==> src/rtl/efuse_pgm.sv <==
// eFuse program controller: latches a word and blows each '1' bit into the
// selected segment of the 256-bit array, one timed aen pulse per bit.
module efuse_pgm #(
  parameter  int NW   = 64,
  parameter  int WSEL = 256 / NW,
  localparam int SELW = (WSEL > 1) ? $clog2(WSEL) : 1,
  localparam int IW   = (NW > 1) ? $clog2(NW) : 1
) (
  input  logic            clk,
  input  logic            rst,
  input  logic [7:0]      rg_efuse_tpgm,
  input  logic [7:0]      rg_efuse_key,
  input  logic [SELW-1:0] write_sel,
  input  logic            write_start,
  input  logic [NW-1:0]   write_data,
  output logic            write_done,
  output logic            write_err,
  output logic            busy_pgm,
  output logic            efuse_pgmen_o,
  output logic            efuse_rden_o,
  output logic            efuse_aen_o,
  output logic [7:0]      efuse_addr_o
);

  typedef enum logic [2:0] {
    S_IDLE, S_SCAN, S_SETUP, S_PULSE, S_HOLD, S_FINISH
  } state_e;

  state_e          state_q, state_d;
  logic [NW-1:0]   data_q, data_d;
  logic [SELW-1:0] sel_q, sel_d;
  logic [7:0]      tpgm_q, tpgm_d;
  logic [IW-1:0]   idx_q, idx_d;
  logic [7:0]      cnt_q, cnt_d;
  logic            busy_q, busy_d;
  logic            pgmen_q, pgmen_d;
  logic            aen_q, aen_d;
  logic [7:0]      addr_q, addr_d;
  logic            done_q, done_d;
  logic            err_q, err_d;
  logic            last_s;
  logic [7:0]      addr_calc_s;

  assign last_s      = (idx_q == IW'(NW - 1));
  assign addr_calc_s = 8'((32'(sel_q) * NW) + 32'(idx_q));

  always_comb begin
    state_d = state_q;
    data_d  = data_q;
    sel_d   = sel_q;
    tpgm_d  = tpgm_q;
    idx_d   = idx_q;
    cnt_d   = cnt_q;
    err_d   = 1'b0;
    case (state_q)
      S_IDLE: begin
        if (write_start) begin
          if (rg_efuse_key == 8'hA5) begin
            data_d  = write_data;
            sel_d   = write_sel;
            tpgm_d  = (rg_efuse_tpgm == 8'd0) ? 8'd1 : rg_efuse_tpgm;
            idx_d   = '0;
            state_d = S_SCAN;
          end else begin
            err_d = 1'b1;
          end
        end else begin
          state_d = S_IDLE;
        end
      end
      S_SCAN: begin
        if (data_q[idx_q]) begin
          state_d = S_SETUP;
        end else if (last_s) begin
          state_d = S_FINISH;
        end else begin
          idx_d = idx_q + IW'(1);
        end
      end
      S_SETUP: begin
        state_d = S_PULSE;
        cnt_d   = tpgm_q - 8'd1;
      end
      S_PULSE: begin
        if (cnt_q == 8'd0) begin
          state_d = S_HOLD;
        end else begin
          cnt_d = cnt_q - 8'd1;
        end
      end
      S_HOLD: begin
        if (last_s) begin
          state_d = S_FINISH;
        end else begin
          idx_d   = idx_q + IW'(1);
          state_d = S_SCAN;
        end
      end
      S_FINISH: state_d = S_IDLE;
      default:  state_d = S_IDLE;
    endcase

    // Outputs are decoded from the next state so the registered pins line up
    // with the state they belong to; pgmen is sticky across SCAN once raised.
    busy_d = (state_d != S_IDLE);
    done_d = (state_d == S_FINISH);
    case (state_d)
      S_SETUP, S_HOLD: begin
        pgmen_d = 1'b1;
        aen_d   = 1'b0;
        addr_d  = addr_calc_s;
      end
      S_PULSE: begin
        pgmen_d = 1'b1;
        aen_d   = 1'b1;
        addr_d  = addr_calc_s;
      end
      S_SCAN: begin
        pgmen_d = pgmen_q;
        aen_d   = 1'b0;
        addr_d  = addr_q;
      end
      default: begin
        pgmen_d = 1'b0;
        aen_d   = 1'b0;
        addr_d  = 8'd0;
      end
    endcase
  end

  always_ff @(posedge clk or posedge rst) begin
    if (rst) begin
      state_q <= S_IDLE;
      data_q  <= '0;
      sel_q   <= '0;
      tpgm_q  <= 8'd0;
      idx_q   <= '0;
      cnt_q   <= 8'd0;
      busy_q  <= 1'b0;
      pgmen_q <= 1'b0;
      aen_q   <= 1'b0;
      addr_q  <= 8'd0;
      done_q  <= 1'b0;
      err_q   <= 1'b0;
    end else begin
      state_q <= state_d;
      data_q  <= data_d;
      sel_q   <= sel_d;
      tpgm_q  <= tpgm_d;
      idx_q   <= idx_d;
      cnt_q   <= cnt_d;
      busy_q  <= busy_d;
      pgmen_q <= pgmen_d;
      aen_q   <= aen_d;
      addr_q  <= addr_d;
      done_q  <= done_d;
      err_q   <= err_d;
    end
  end

  assign write_done    = done_q;
  assign write_err     = err_q;
  assign busy_pgm      = busy_q;
  assign efuse_pgmen_o = pgmen_q;
  assign efuse_rden_o  = 1'b0;
  assign efuse_aen_o   = aen_q;
  assign efuse_addr_o  = addr_q;

endmodule
==> config.mk <==
export PLATFORM = sky130hd
export DESIGN_NAME = efuse_pgm
export DESIGN_NICKNAME = d
export VERILOG_FILES = /design/src/rtl/efuse_pgm.sv
export SDC_FILE = /design/constraint.sdc
export NUM_CORES = 1
export LEC_CHECK = 0
export ABC_CLOCK_PERIOD_IN_PS = 7600
export CAP_MARGIN = 0
export CORE_MARGIN = 2
export CORE_UTILIZATION = 40
export CTS_CLUSTER_SIZE = 8
export DETAILED_ROUTE_END_ITERATION = 10
export PLACE_DENSITY = 0.62
export SLEW_MARGIN = 40
export SYNTH_ARGS = -nofsm -noshare
export SYNTH_HDL_FRONTEND = slang
export SYNTH_SLANG_ARGS = --single-unit
export TNS_END_PERCENT = 1
==> constraint.sdc <==
create_clock -name clk -period 7.6 [get_ports clk]
set_input_delay 2.28 -clock clk [delete_from_list [all_inputs] [get_ports clk]]
set_output_delay 2.28 -clock clk [all_outputs]
set_load 0.05 [all_outputs]
# Word level (Yosys, flattened, before mapping)
# Cells that the tools add are included.
# op_classes
n_addsub,4
n_lt_le_gt_ge,1
n_eq_ne,15
muxes,23
n_reduce_logical,10
# op_table
op,count
8-bit one-hot mux with 2 select lines,2
6-bit two-way mux,4
3-bit two-way mux,6
6-bit one-hot mux with 3 select lines,1
8-bit zero test,2
8-bit two-way mux,2
"8-bit by 1-bit subtractor with 8-bit output, second input constant",2
3-bit one-hot mux with 5 select lines,1
"3-bit by 2-bit == test with 1-bit output, second input constant",4
"3-bit == test, second input constant",3
8-bit by 6-bit adder with 8-bit output,1
"8-bit == test, second input constant",1
"2-bit != test, second input constant",4
"6-bit by 7-bit < comparator with 1-bit output, second input constant",1
"6-bit by 1-bit adder with 6-bit output, second input constant",1
1-bit binary-select mux with 6-bit select,1
"3-bit by 1-bit == test with 1-bit output, second input constant",2
"6-bit == test, second input constant",1
3-bit nonzero test,2
1-bit two-way mux,5
4-bit AND reduction,1
3-bit zero test,1
3-bit AND reduction,1
3-bit OR reduction,1
3 further kinds,3
# word_totals
ff_bits,104
inputBits,85
output_inout_bits,14
word_cells,65

# Logic depth before layout (Yosys ltp)
# depth
depth_word,7
ltp_mapped,10
ltp_nobuf,8

# Least setup slack after synthesis
# No wires, ideal clock.
# synth_path
path_type,input to register
startpoint,input rg_efuse_key[4]
endpoint,register idx_q[0]
setup_time_ns,0.079
arrival_ns,3.880
t_required_ns,7.521
slack_ns,3.641
path_stages,8
path_buffers,1
cell_sequence,or4bb_1 > nor2_1 > nand2_1 > a21o_1 > a221oi_4 > buf_6 > nand3b_1 > mux2i_1
# synth_between
elab_chain_cells,3
# synth_lines
element,line_no,source
start: declaration,12,"input logic [7:0] rg_efuse_key,"
8-bit == test,58,if (rg_efuse_key == 8'hA5) begin
2-bit != test (no source line),n/a,
4-bit AND reduction (no source line),n/a,
end signal: assignment,150,idx_q <= idx_d;
end: declaration,33,"logic [IW-1:0] idx_q, idx_d;"
# No other way between the ends.
# A chain may end at the register's enable or synchronous reset.

# Worst setup path in the final report
# layout_path
startpoint,input rg_efuse_key[7]
endpoint,register idx_q[5]
# The elaborated chain is that of the path after synthesis.

==> reports/results.ini <==
[placed_design]
pre_cts_ws_ns=2.86
port_buffers=97
dpl.hpwl_mm=7.68
routabilityCongestion=0.807

[synth]
synth-edff-count=0
synth_simple_gate_area_share_pct=9.27
synthAdderAreaFrac_pct=0.492
synth_seq_cells=104
postSynthNetCount=499
yosysWarnings=0
muxShareOfSynthArea_pct=24.7
synth_top_family_by_area=multiplexers
synth-compound-area-share_pct=10.1
synth_area_sq_mm=0.00509
synthFlopType=dfrtp_1
synth_cell_types=57
synth_xor_area_share_pct=0.516
seq_area_frac_synth_pct=51.1
async_flop_share_pct=100
synthCells=412
avgSynthCellArea_sq_um=12.4

[clock_network]
cts_sinks=104
cts_hold_buf=0
clock_latency_ns=0.35
cts_buffers=9
cts.htree.levels=3
cts_tree=yes
path_clk_slew_ns=0.07
clockBufferDepth=2
cts_resized=0
root_buffer=clkbuf_16
postCtsSetupBuffers=0

[detailed_routing]
viasPerCell=5.16
drt_iter0_drc=158
wl_per_cell_microns=16.3
drtAntennaViolNets=0
route.detailed.drc=0
routed_wl_mm=11.0
vias=3470
drt_pass1_iterations=4

[floorplan]
rows=41
num_io_pins=99
die_w_microns=117
dieHeight_microns=117
core_area_sq_mm=0.0125
start_util_pct=40.7
dieArea_sq_mm=0.0136

[power_and_ir_drop]
vdd_drop_max_mv=0.160
power_density_mw_per_mm2=308
p_sw_share_pct=38.6
intPower_w=0.00122
p_clk_share_pct=23.4
p_sw_w=0.000765
pwr-share-comb_pct=40.6
seq_power_share_pct=36.0
power_leakage_nw=2.92

[sta]
fmax_mhz=228
setup_violations=0
max-slew-margin-rel_pct=48.6
fin_ws_ns=3.21
worst_pin_slew_ns=0.772
hold_viol=0
grt_setup_unrepaired=false
tns_ns=0
period_minus_slack_ns=4.39
fin_crit_sh_pct=57.8
slew_violations=0
fin_skew_ns=0.00776

[worst_setup_path]
cp.required_ns=7.84
cp_cell_sequence=clkdlybuf4s50_1, or4bb_1, nor2_1, nand2_1, a21o_1, a221oi_4, a21oi_1, o21a_1
cp_data_arrival_time_ns=4.63
critPathMaxStageDelay_ns=0.59
crit_family=compound AO/OA/AOI/OAI gates
cp_max_fo=19
crit_path_end_kind=register
critPathBufInv=1
crit_type=in2reg
setup.worst_path.start_class=primary input
cp-startpoint=rg_efuse_key[7]
slowest_stage=a221oi_4
reg2reg_from=idx_q[1]

[grt]
grt_pass1_wl_mm=18.0
track_usage_pct=17.2
grt_remaining_overflow=0
grt_pass1_vias=3613
antenna_found_initial=0
grt_max_degree=84

[finish]
layout-drive-gt1-share_pct=21.0
n_antenna_cell=0
syn_to_final_growth_pct=26.7
fill_cells=1122
nets=584

[min_path]
worstHoldStart=sel_q[1]
hp-class=reg2reg

[outcome]
status=completed

[run]
cap_violations=0

[synth_stat cells, drive strengths merged (8+ instances only)]
library cell,number,area [sq um]
a22oi,17,133
buf,11,105
nand2,24,90.1
nor2,12,47.6
a21oi,22,118
mux2i,41,410
nand2b,8,50.1
clkbuf,15,57.6
dfrtp,104,2600
mux2,75,845
inv,8,30.0
[stage by stage]
stage	utilization (%)	hold WS, ns	cell area, sq um	total power (W)	instances
after floorplan	-	0.450	5090	0.00133	412
after global placement	49.0	0.480	6140	0.00151	658
after detailed placement	49.2	0.481	6150	0.00154	658
after CTS	51.5	0.501	6450	0.00201	673
after global routing	51.5	0.519	6450	0.00212	673
final	51.5	0.497	6450	0.00198	673
[cells by family (layout without fill, tap and decap cells)]
family / count (synthesis) / after routing
compound gates: 71 / 71
xor+xnor: 3 / 3
fa+ha+maj: 2 / 2
buf+inv: 34 / 123
flops: 104 / 104
mux: 116 / 116
other cells: 1 / 1
simple gates: 81 / 81
[cell type report]
class | count | area [sq um] | area share (%)
Sequential cell | 104 | 2600 | 40.4
Inverter | 8 | 32.5 | 0.504
Multi-Input combinational cell | 274 | 2300 | 35.7
Timing Repair Buffer | 100 | 1000 | 15.5
Tap cell | 172 | 215 | 3.34
Clock buffer | 9 | 225 | 3.49
Clock inverter | 6 | 70.1 | 1.09
[placed cells by master (no fill, tap or decap), types with 3 or more instances in the layout]
cell type	count
nor4_1	4
nand2_1	24
a22o_1	7
mux2_2	75
a21oi_1	20
nor3_1	7
and3_1	3
clkinv_4	3
clkbuf_16	9
inv_1	7
a22oi_1	16
mux2i_1	41
nand3_1	4
nand2b_1	8
nand4b_1	3
o21ai_0	6
dfrtp_1	103
nor2_1	11
clkdlybuf4s50_1	97
[state kept, by name, indices dropped and copies added, names as in the netlist]
register	flops
busy_pgm	1
efuse_pgmen_o	1
sel_q	2
tpgm_q	8
cnt_q	8
data_q	64
idx_q	6
state_q	3
write_err	1
efuse_addr_o	8
efuse_aen_o	1
write_done	1
[per-layer routing]
layer	GRT usage, %	up-vias	share of wire [%]
met4	4.47	0	0.97
li1	-	1669	-
met2	28.9	78	50
met3	5.61	8	6.1
met1	21.7	1715	43
met5	0	-	0
[worst paths after layout]
kind | end | depth (start not counted) | slack [ns]
setup / recovery | idx_q[5] | 8 | 3.21
hold / removal | efuse_addr_o[7] | 1 | 0.50
setup reg to reg | idx_q[5] | 7 | 4.72
hold reg to reg | efuse_addr_o[7] | 1 | 0.50
max in group asynchronous | data_q[1] | 3 | 4.31
min in group asynchronous | data_q[62] | 2 | 2.29
[power by group through the flow]
stage               Clock (W)  Sequential [W]  Combinational, W
global route         0.000498        0.000726          0.000895
finish               0.000463        0.000714          0.000806
CTS                  0.000479        0.000714          0.000814
floorplan                   0        0.000756          0.000574
global placement            0        0.000721          0.000791
detailed placement          0        0.000723          0.000812
No activity file was read; power rests on OpenSTA's default activity.
